**src/rtl/pe_conv_cell.sv**
```systemverilog
// pe_conv_cell: one convolution PE. It captures taps and pixels, runs a 3-tap signed row MAC,
// and emits the result on a valid/ready port after ROWS rows. Optional macro PE_SAT_EN saturates the result.
module pe_conv_cell #(
    parameter int ROWS  = 3,
    parameter int OUT_W = 16
) (
    input  logic             clk,
    input  logic             RST,
    input  logic [7:0]       dataIn,
    input  logic             peRead,
    input  logic             peStart,
    input  logic [2:0]       filtSel,
    input  logic             resReady,
    output logic             resValid,
    output logic [OUT_W-1:0] result,
    output logic             busy,
    output logic             startDrop
);

    typedef enum logic [2:0] {
        IDLE = 3'd0,
        MAC0 = 3'd1,
        MAC1 = 3'd2,
        MAC2 = 3'd3,
        OUT  = 3'd4
    } state_t;

    state_t             state_r, state_nxt_s;
    logic signed [7:0]  w_r      [3];
    logic        [7:0]  win_r    [3];
    logic signed [7:0]  op_w_r   [3];
    logic        [7:0]  op_win_r [3];
    logic signed [23:0] acc_r, acc_nxt_s;
    logic        [3:0]  row_cnt_r;
    logic signed [8:0]  pix_s;
    logic signed [7:0]  wgt_s;
    logic signed [16:0] prod_s;
    logic               last_row_s;
    logic               hs_s;
    logic               valid_nxt_s, busy_nxt_s, drop_nxt_s;
    logic [OUT_W-1:0]   result_nxt_s;

    // Result formatting: clamp to the signed OUT_W range, or plain wrap-around truncation.
    function automatic logic [OUT_W-1:0] fmt(input logic signed [23:0] a);
`ifdef PE_SAT_EN
        logic signed [23:0] hi;
        logic signed [23:0] lo;
        hi = (24'sd1 <<< (OUT_W - 1)) - 24'sd1;
        lo = -(24'sd1 <<< (OUT_W - 1));
        if (a > hi) begin
            fmt = hi[OUT_W-1:0];
        end else if (a < lo) begin
            fmt = lo[OUT_W-1:0];
        end else begin
            fmt = a[OUT_W-1:0];
        end
`else
        fmt = a[OUT_W-1:0];
`endif
    endfunction

    assign last_row_s = (row_cnt_r == 4'(ROWS - 1));
    assign hs_s       = (state_r == OUT) && resReady;

    // Operand select for the current MAC tap; pixels are zero-extended so they stay unsigned.
    always_comb begin
        pix_s = 9'sd0;
        wgt_s = 8'sd0;
        case (state_r)
            MAC0: begin pix_s = $signed({1'b0, op_win_r[0]}); wgt_s = op_w_r[0]; end
            MAC1: begin pix_s = $signed({1'b0, op_win_r[1]}); wgt_s = op_w_r[1]; end
            MAC2: begin pix_s = $signed({1'b0, op_win_r[2]}); wgt_s = op_w_r[2]; end
            default: begin pix_s = 9'sd0; wgt_s = 8'sd0; end
        endcase
    end

    assign prod_s = pix_s * wgt_s;

    // Next-state and next-accumulator decode.
    always_comb begin
        state_nxt_s = state_r;
        acc_nxt_s   = acc_r;
        case (state_r)
            IDLE: begin
                if (peStart) state_nxt_s = MAC0;
                else         state_nxt_s = IDLE;
            end
            MAC0: begin
                acc_nxt_s   = acc_r + {{7{prod_s[16]}}, prod_s};
                state_nxt_s = MAC1;
            end
            MAC1: begin
                acc_nxt_s   = acc_r + {{7{prod_s[16]}}, prod_s};
                state_nxt_s = MAC2;
            end
            MAC2: begin
                acc_nxt_s = acc_r + {{7{prod_s[16]}}, prod_s};
                if (last_row_s) state_nxt_s = OUT;
                else            state_nxt_s = IDLE;
            end
            OUT: begin
                if (hs_s) begin
                    acc_nxt_s   = 24'sd0;
                    state_nxt_s = IDLE;
                end else begin
                    acc_nxt_s   = acc_r;
                    state_nxt_s = OUT;
                end
            end
            default: begin
                acc_nxt_s   = 24'sd0;
                state_nxt_s = IDLE;
            end
        endcase
    end

    // Output decode computed from the next state so the registered outputs line up with it.
    always_comb begin
        valid_nxt_s  = (state_nxt_s == OUT);
        busy_nxt_s   = (state_nxt_s != IDLE);
        drop_nxt_s   = peStart && (state_r != IDLE);
        if (state_nxt_s == OUT) result_nxt_s = fmt(acc_nxt_s);
        else                    result_nxt_s = '0;
    end

    // Control state, accumulator, row counter and operand snapshot.
    always_ff @(posedge clk or posedge RST) begin
        if (RST) begin
            state_r   <= IDLE;
            acc_r     <= 24'sd0;
            row_cnt_r <= 4'd0;
            for (int k = 0; k < 3; k++) begin
                op_w_r[k]   <= 8'sd0;
                op_win_r[k] <= 8'd0;
            end
        end else begin
            state_r <= state_nxt_s;
            acc_r   <= acc_nxt_s;
            if (state_r == MAC2)  row_cnt_r <= row_cnt_r + 4'd1;
            else if (hs_s)        row_cnt_r <= 4'd0;
            if ((state_r == IDLE) && peStart) begin
                for (int k = 0; k < 3; k++) begin
                    op_w_r[k]   <= w_r[k];
                    op_win_r[k] <= win_r[k];
                end
            end
        end
    end

    // Weight loads and pixel window shifts, accepted in every state.
    always_ff @(posedge clk or posedge RST) begin
        if (RST) begin
            for (int k = 0; k < 3; k++) begin
                w_r[k]   <= 8'sd0;
                win_r[k] <= 8'd0;
            end
        end else begin
            for (int k = 0; k < 3; k++) begin
                if (filtSel[k]) w_r[k] <= $signed(dataIn);
            end
            if (peRead) begin
                win_r[2] <= win_r[1];
                win_r[1] <= win_r[0];
                win_r[0] <= dataIn;
            end
        end
    end

    // Registered outputs.
    always_ff @(posedge clk or posedge RST) begin
        if (RST) begin
            resValid  <= 1'b0;
            result    <= '0;
            busy      <= 1'b0;
            startDrop <= 1'b0;
        end else begin
            resValid  <= valid_nxt_s;
            result    <= result_nxt_s;
            busy      <= busy_nxt_s;
            startDrop <= drop_nxt_s;
        end
    end

endmodule

```
**config.mk**
```make
export PLATFORM = sky130hd
export DESIGN_NAME = pe_conv_cell
export DESIGN_NICKNAME = d
export VERILOG_FILES = /design/src/rtl/pe_conv_cell.sv
export SDC_FILE = /design/constraint.sdc
export NUM_CORES = 1
export LEC_CHECK = 0
export CAP_MARGIN = 10
export CELL_PAD_IN_SITES_DETAIL_PLACEMENT = 0
export CELL_PAD_IN_SITES_GLOBAL_PLACEMENT = 1
export CORE_ASPECT_RATIO = 1.2
export CORE_MARGIN = 4
export CORE_UTILIZATION = 45
export DETAILED_ROUTE_END_ITERATION = 12
export GPL_TIMING_DRIVEN = 0
export MAX_ROUTING_LAYER = met4
export PLACE_DENSITY = 0.79
export SYNTH_ARGS = -nofsm -noshare
export SYNTH_HDL_FRONTEND = slang
export SYNTH_SLANG_ARGS = --single-unit
```
**constraint.sdc**
```tcl
create_clock -name clk -period 14.55 [get_ports clk]
set_input_delay 4.365 -clock clk [delete_from_list [all_inputs] [get_ports clk]]
set_output_delay 4.365 -clock clk [all_outputs]
set_load 0.005 [all_outputs]
```
==> results of run 1 <==
[worst max path at each step]
stage | from | to | slack [ns] | depth (start not counted)
6_report | state_r[0] | result[15] | 7.35 | 29
4_1_cts | state_r[1] | result[15] | 7.28 | 28
2_1_floorplan | RST | acc_r[0] | 6.49 | 1
3_5_place_dp | state_r[1] | result[15] | 7.31 | 28
3_3_place_gp | RST | op_w_r[3] | 4.86 | 2
5_1_grt | state_r[1] | result[15] | 6.82 | 28
[metrics by stage]
| stage | cells | hold WS (ns) |
|---|---|---|
| finish | 1042 | 0.504 |
| global route | 1042 | 0.523 |
| CTS | 1042 | 0.505 |
| detailed placement | 1011 | 0.492 |
| global placement | 1010 | 0.484 |
| floorplan | 756 | 0.464 |
[cell usage in the layout, fill, tap and decap left out, drive strengths merged, types with 17 or more instances in the layout]
master,netlist,final
dfrtp,138,138
o21ai,23,23
inv,71,72
mux2,112,112
xnor2,17,17
ha,56,56
clkdlybuf4s50,0,30
nor2,65,65
nand2,45,45
fa,38,38
a21oi,28,28
clkbuf,23,43
[state kept, by name (all words and copies together) (netlist names)]
register and count:
op_win_r 24, w_r 24, win_r 24, state_r 3, acc_r 16, busy 1, result 16, resValid 1
op_w_r 24, startDrop 1, row_cnt_r 4
[cell families (layout without fill, tap and decap cells)]
group | count (synthesis) | in the layout | synth area share
simple gates | 175 | 175 | 0.101
flops | 138 | 138 | 0.412
xor+xnor | 23 | 23 | 0.0249
fa+ha+maj | 94 | 94 | 0.174
mux | 113 | 113 | 0.152
buf+inv | 107 | 169 | 0.0517
compound gates | 106 | 106 | 0.0840
[area by class of cell]
| type | instances | area, um2 |
|---|---|---|
| clock inverter | 11 | 121 |
| timing repair buffer | 31 | 328 |
| tap | 224 | 280 |
| clock buffer | 20 | 457 |
| inverter | 71 | 274 |
| multi-input combinational | 511 | 4500 |
| sequential | 138 | 3450 |
| buffer | 36 | 164 |
| fill | 1604 | 8670 |
[metal layers]
metal,wire [um],vias to the layer above,track usage
li1,-,2656,-
met1,7530,2820,0.223
met2,9750,86,0.350
met3,441,18,0.0272
met4,278,0,0.0540
met5,0,-,-
[worst max-delay path, delay by kind of cell, from the launching register on]
kind,cells,cell delay (ns)
fa+ha+maj,6,2.74
simple gates,9,1.63
compound gates,7,1.37
buf+inv,6,0.80
flops,1,0.32
xor+xnor,1,0.20
[cells in the mapped netlist (all sizes together), types with 3 or more instances]
master | count | area (um2)
dfrtp | 138 | 3450
mux2 | 112 | 1260
inv | 71 | 269
nor2 | 65 | 244
ha | 56 | 701
nand2 | 45 | 169
fa | 38 | 761
a21oi | 28 | 144
clkbuf | 23 | 86.3
o21ai | 23 | 119
xnor2 | 17 | 156
and2 | 16 | 101
a21o | 14 | 105
or2 | 14 | 90.1
buf | 13 | 77.6
a22oi | 11 | 87.6
a211oi | 6 | 50.1
nand2b | 6 | 37.5
xor2 | 6 | 52.6
nand3b | 5 | 37.5
nor3 | 5 | 25.0
a31oi | 4 | 25.0
or3 | 4 | 25.0
and3 | 3 | 20.0
and4 | 3 | 26.3
nand3 | 3 | 15.0
==> impl_results.md, run 1 <==
* CP startpoint kind: flop
* # IOs at 35
* Nets at 916
* Largest net degree at the start of global routing at 106
* CTS tree: done
* Slew headroom at 0.485
* Clock latency on the worst-skew pair at 0.42 ns
* Hold Fails Final Rpt at 0
* Top_reg_cell synth: dfrtp_1
* Drt wl/cell at 17.3 um
* Via/cell ratio at 5.36
* FF-to-FF setup slack at 7.35 ns
* Via count at 5580
* Synth Instances at 756
* Status: finished clean
* CTS max path bufs at 2
* # clock sinks at 138
* RSZ-0062 raised after global routing: no
* Inserted Clock Buffers at 17
* Slew @ Worst Pin at 0.770 ns
* Mapped Area at 8380 um2
* Post-synth EDFFs at 0
* Die W at 133 um
* Max incr delay on CP at 0.55 ns
* R2r endpoint: result[15]
* Vias in the first global route at 6093
* CP max stage cell: fa_1
* RePlAce Congestion at 0.877
* Placed cell area at 8990 um2
* Number of DRC violations after detailed-routing iteration 0 at 203
* Clock transition at path regs at 0.06 ns
* Worst path required time at 14.83 ns
* Post-synth ARST share at 1.00
* Post CTS Setup Buffer Count at 0
* Tightest Hold Check Type: flop to flop
* Reg2Reg Launch Point: state_r[0]
* First-pass iteration count of the detailed router at 4
* Synth warn at 0
* ANT nets after route at 0
* Core Footprint at 18200 um2
* Mapped Avg Cell Area at 11.1 um2
* Area Overhead vs Synth at 14.2%
* Final period utilization at 0.495
* Port Buf Inserts at 30
* CTS Root Cell: clkbuf_16
* Detail Placement HPWL at 13700 um
* Net count after synthesis at 866
* Post-layout util at 0.525
* Max-Cap Viols at 0
* Fmax at 139 MHz
* Num rows at 54
* Final setup vio count at 0
* Critical path fanouts, max at 10
* Initial antenna violation count at 0
* Dpl ws at 7.31 ns
* Global-route wire length before repair at 31300 um
* Worst endpoint data arrival time at 7.48 ns
* Hold Crit Depth at 1
* DR DRC count at 0
* Min-Delay Startpoint: w_r[8]
* Worst setup path category: flop to flop
* Yosys cell types at 62
* Layout cells sized above 1 at 0.221
* Fin worst setup slack at 7.35 ns
* Die Ht at 158 um
* Final Instance Area at 9570 um2
* Remaining Overflow, GRT at 0
* Max Slew Vio Count at 0
* Register-to-Register Path Depth at 29
* GRT Total Usage at 0.193
* H-tree depth at 4
* Setup crit end kind: flop
* Number of synthesized register bits at 138
* CTS resizes at 0
* Cts-stage hold buffer count at 0
* Clock skew at 0.0176 ns
* Die area at 20900 um2
* Hold path endpoint: op_w_r[8]
* Seq/Total Area, Yosys at 0.412
* Min Tclk post-route at 7.20 ns
* N_diodes at 0
* Post-Route WL at 18000 um
* Initial Util at 0.459
* Setup TNS at 0 ns
Power of run 1 is not shown: default switching activity piles up to over one toggle a cycle in this logic, so the estimate is an artifact.
==> run 2, diff against run 1 <==
- clock period: 14.55 -> 7.53 ns (I/O delays scaled with it)
==> impl_results.md, run 2 (synthesis gave the netlist of run 1 again) <==
* Die Ht at 158 um (unchanged)
* Inserted Clock Buffers at 17 (unchanged)
* Global-route wire length before repair at 31300 um (unchanged)
* Area Overhead vs Synth at 14.4% (was 14.2%)
* Setup TNS at 0 ns (unchanged)
* Via/cell ratio at 5.37 (was 5.36)
* Reg2Reg Launch Point: state_r[0] (unchanged)
* Most common cell after layout, fill and taps aside: dfrtp_1 (unchanged)
* N_diodes at 0 (unchanged)
* Hold path endpoint: op_win_r[9] (was op_w_r[8])
* Vias in the first global route at 6093 (unchanged)
* Remaining Overflow, GRT at 0 (unchanged)
* Buf/Inv on CP at 6 (unchanged)
* Core Footprint at 18200 um2 (unchanged)
* Min Tclk post-route at 7.09 ns (was 7.20 ns)
* Number of DRC violations after detailed-routing iteration 0 at 233 (was 203)
* Worst path required time at 7.84 ns (was 14.83 ns)
* Cts-stage hold buffer count at 0 (unchanged)
* Max Slew Vio Count at 0 (unchanged)
* Register-to-Register Path Depth at 29 (unchanged)
* Slew @ Worst Pin at 0.772 ns (was 0.770 ns)
* Hold Fails Final Rpt at 0 (unchanged)
* RSZ-0062 raised after global routing: no (unchanged)
* FF-to-FF setup slack at 0.44 ns (was 7.35 ns)
* Min-Delay Startpoint: op_win_r[9] (was w_r[8])
* Hold Crit Depth at 1 (unchanged)
* GRT Total Usage at 0.193 (unchanged)
* Initial antenna violation count at 0 (unchanged)
* Worst endpoint data arrival time at 7.40 ns (was 7.48 ns)
* CP delay by family, top: adder cells (unchanged)
* Initial Util at 0.459 (unchanged)
* Post-layout util at 0.526 (was 0.525)
* Clock transition at path regs at 0.06 ns (about the same)
* DR DRC count at 0 (unchanged)
* CTS tree: done (unchanged)
* Worst setup path category: flop to flop (unchanged)
* ANT nets after route at 0 (unchanged)
* Drt wl/cell at 17.3 um (about the same)
* Post-Route WL at 18000 um (about the same)
* CTS max path bufs at 2 (unchanged)
* Num rows at 54 (unchanged)
* CTS Root Cell: clkbuf_16 (unchanged)
* Setup crit end kind: flop (unchanged)
* Nets at 916 (unchanged)
* Clock latency on the worst-skew pair at 0.42 ns (about the same)
* RePlAce Congestion at 0.877 (unchanged)
* Detail Placement HPWL at 13700 um (unchanged)
* # IOs at 35 (unchanged)
* Commonest cells after routing, fill and taps aside: 138 x dfrtp_1, 111 x mux2_2, 69 x inv_1 (unchanged)
* Critical path fanouts, max at 10 (unchanged)
* Top cell by count, worst path: fa_1
* R2r endpoint: result[12] (was result[15])
* Slew headroom at 0.484 (was 0.485)
* # clock sinks at 138 (unchanged)
* Status: finished clean (unchanged)
* Final period utilization at 0.942 (was 0.495)
* Final setup vio count at 0 (unchanged)
* Die W at 133 um (unchanged)
* CP max stage cell: fa_1 (unchanged)
* First-pass iteration count of the detailed router at 4 (unchanged)
* Max-Cap Viols at 0 (unchanged)
* Layout cells sized above 1 at 0.226 (was 0.221)
* H-tree depth at 4 (unchanged)
* Die area at 20900 um2 (unchanged)
* Clock skew at 0.0115 ns (was 0.0176 ns)
* Port Buf Inserts at 30 (unchanged)
* Via count at 5593 (was 5580)
* Fmax at 141 MHz (was 139 MHz)
* CP startpoint kind: flop (unchanged)
* Tightest Hold Check Type: flop to flop (unchanged)
* Max incr delay on CP at 0.55 ns (about the same)
* Largest net degree at the start of global routing at 106 (unchanged)
-- run 2: timing repair --
action / CTS / global route
endpoints found under the setup margin: 0 / 4
resized for setup: 0 / 5
setup buffers: 0 / 0
-- run 2: per-layer routing --
layer / GRT usage / vias up / share of wire
li1: - / 2655 / -
met1: 0.223 / 2825 / 0.42
met2: 0.350 / 92 / 0.54
met3: 0.0272 / 21 / 0.027
met4: 0.0540 / 0 / 0.015
met5: - / - / 0
-- run 2: layout make-up --
cell class | instances | area, um2
Fill cell | 1606 | 8650
Clock inverter | 11 | 121
Timing Repair Buffer | 31 | 328
Multi-Input combinational cell | 511 | 4510
Inverter | 71 | 274
Sequential cell | 138 | 3450
Tap cell | 224 | 280
Buffer | 36 | 168
Clock buffer | 20 | 457
-- run 2: worst max-delay path by stage --
stage / from / endpoint / slack (ns) / cells after the start
floorplan: state_r[1] / result[12] / 1.10 / 29
global placement: RST / op_w_r[4] / -0.05 / 2
detailed placement: state_r[1] / result[15] / 0.29 / 28
CTS: state_r[1] / result[15] / 0.26 / 28
global route: state_r[0] / result[15] / 0.02 / 26
finish: state_r[0] / result[12] / 0.44 / 29
-- run 2: worst register-to-register path: cells and delay by family, from the launching register on --
family | cells | cell delay [ns]
simple gates | 9 | 1.58
flops | 1 | 0.32
compound gates | 7 | 1.35
buf+inv | 6 | 0.79
fa+ha+maj | 6 | 2.74
xor+xnor | 1 | 0.20
-- run 2: stage by stage --
stage	hold slack, ns	cell area [um2]	setup WS, ns	std cells
detailed placement	0.492	8990	0.293	1011
CTS	0.505	9570	0.259	1042
global route	0.523	9590	0.0191	1042
finish	0.504	9590	0.438	1042
floorplan	0.464	8380	1.10	756
global placement	0.484	8960	-0.0531	1010
Power of run 2 is left out for the same reason.
==> run 3, diff against run 2 <==
- CAP_MARGIN: 10 -> not set
- clock period: 7.53 -> 9.1 ns (I/O delays scaled with it)
==> results of run 3 <==
The final DEF is identical to that of run 1. Status: finished clean.
Among the figures that moved: setup slack after placement 7.31 ns -> 1.86 ns; setup slack after layout 7.35 ns -> 1.90 ns; register-to-register setup slack 7.35 ns -> 1.90 ns
Power of run 3 is left out for the same reason.
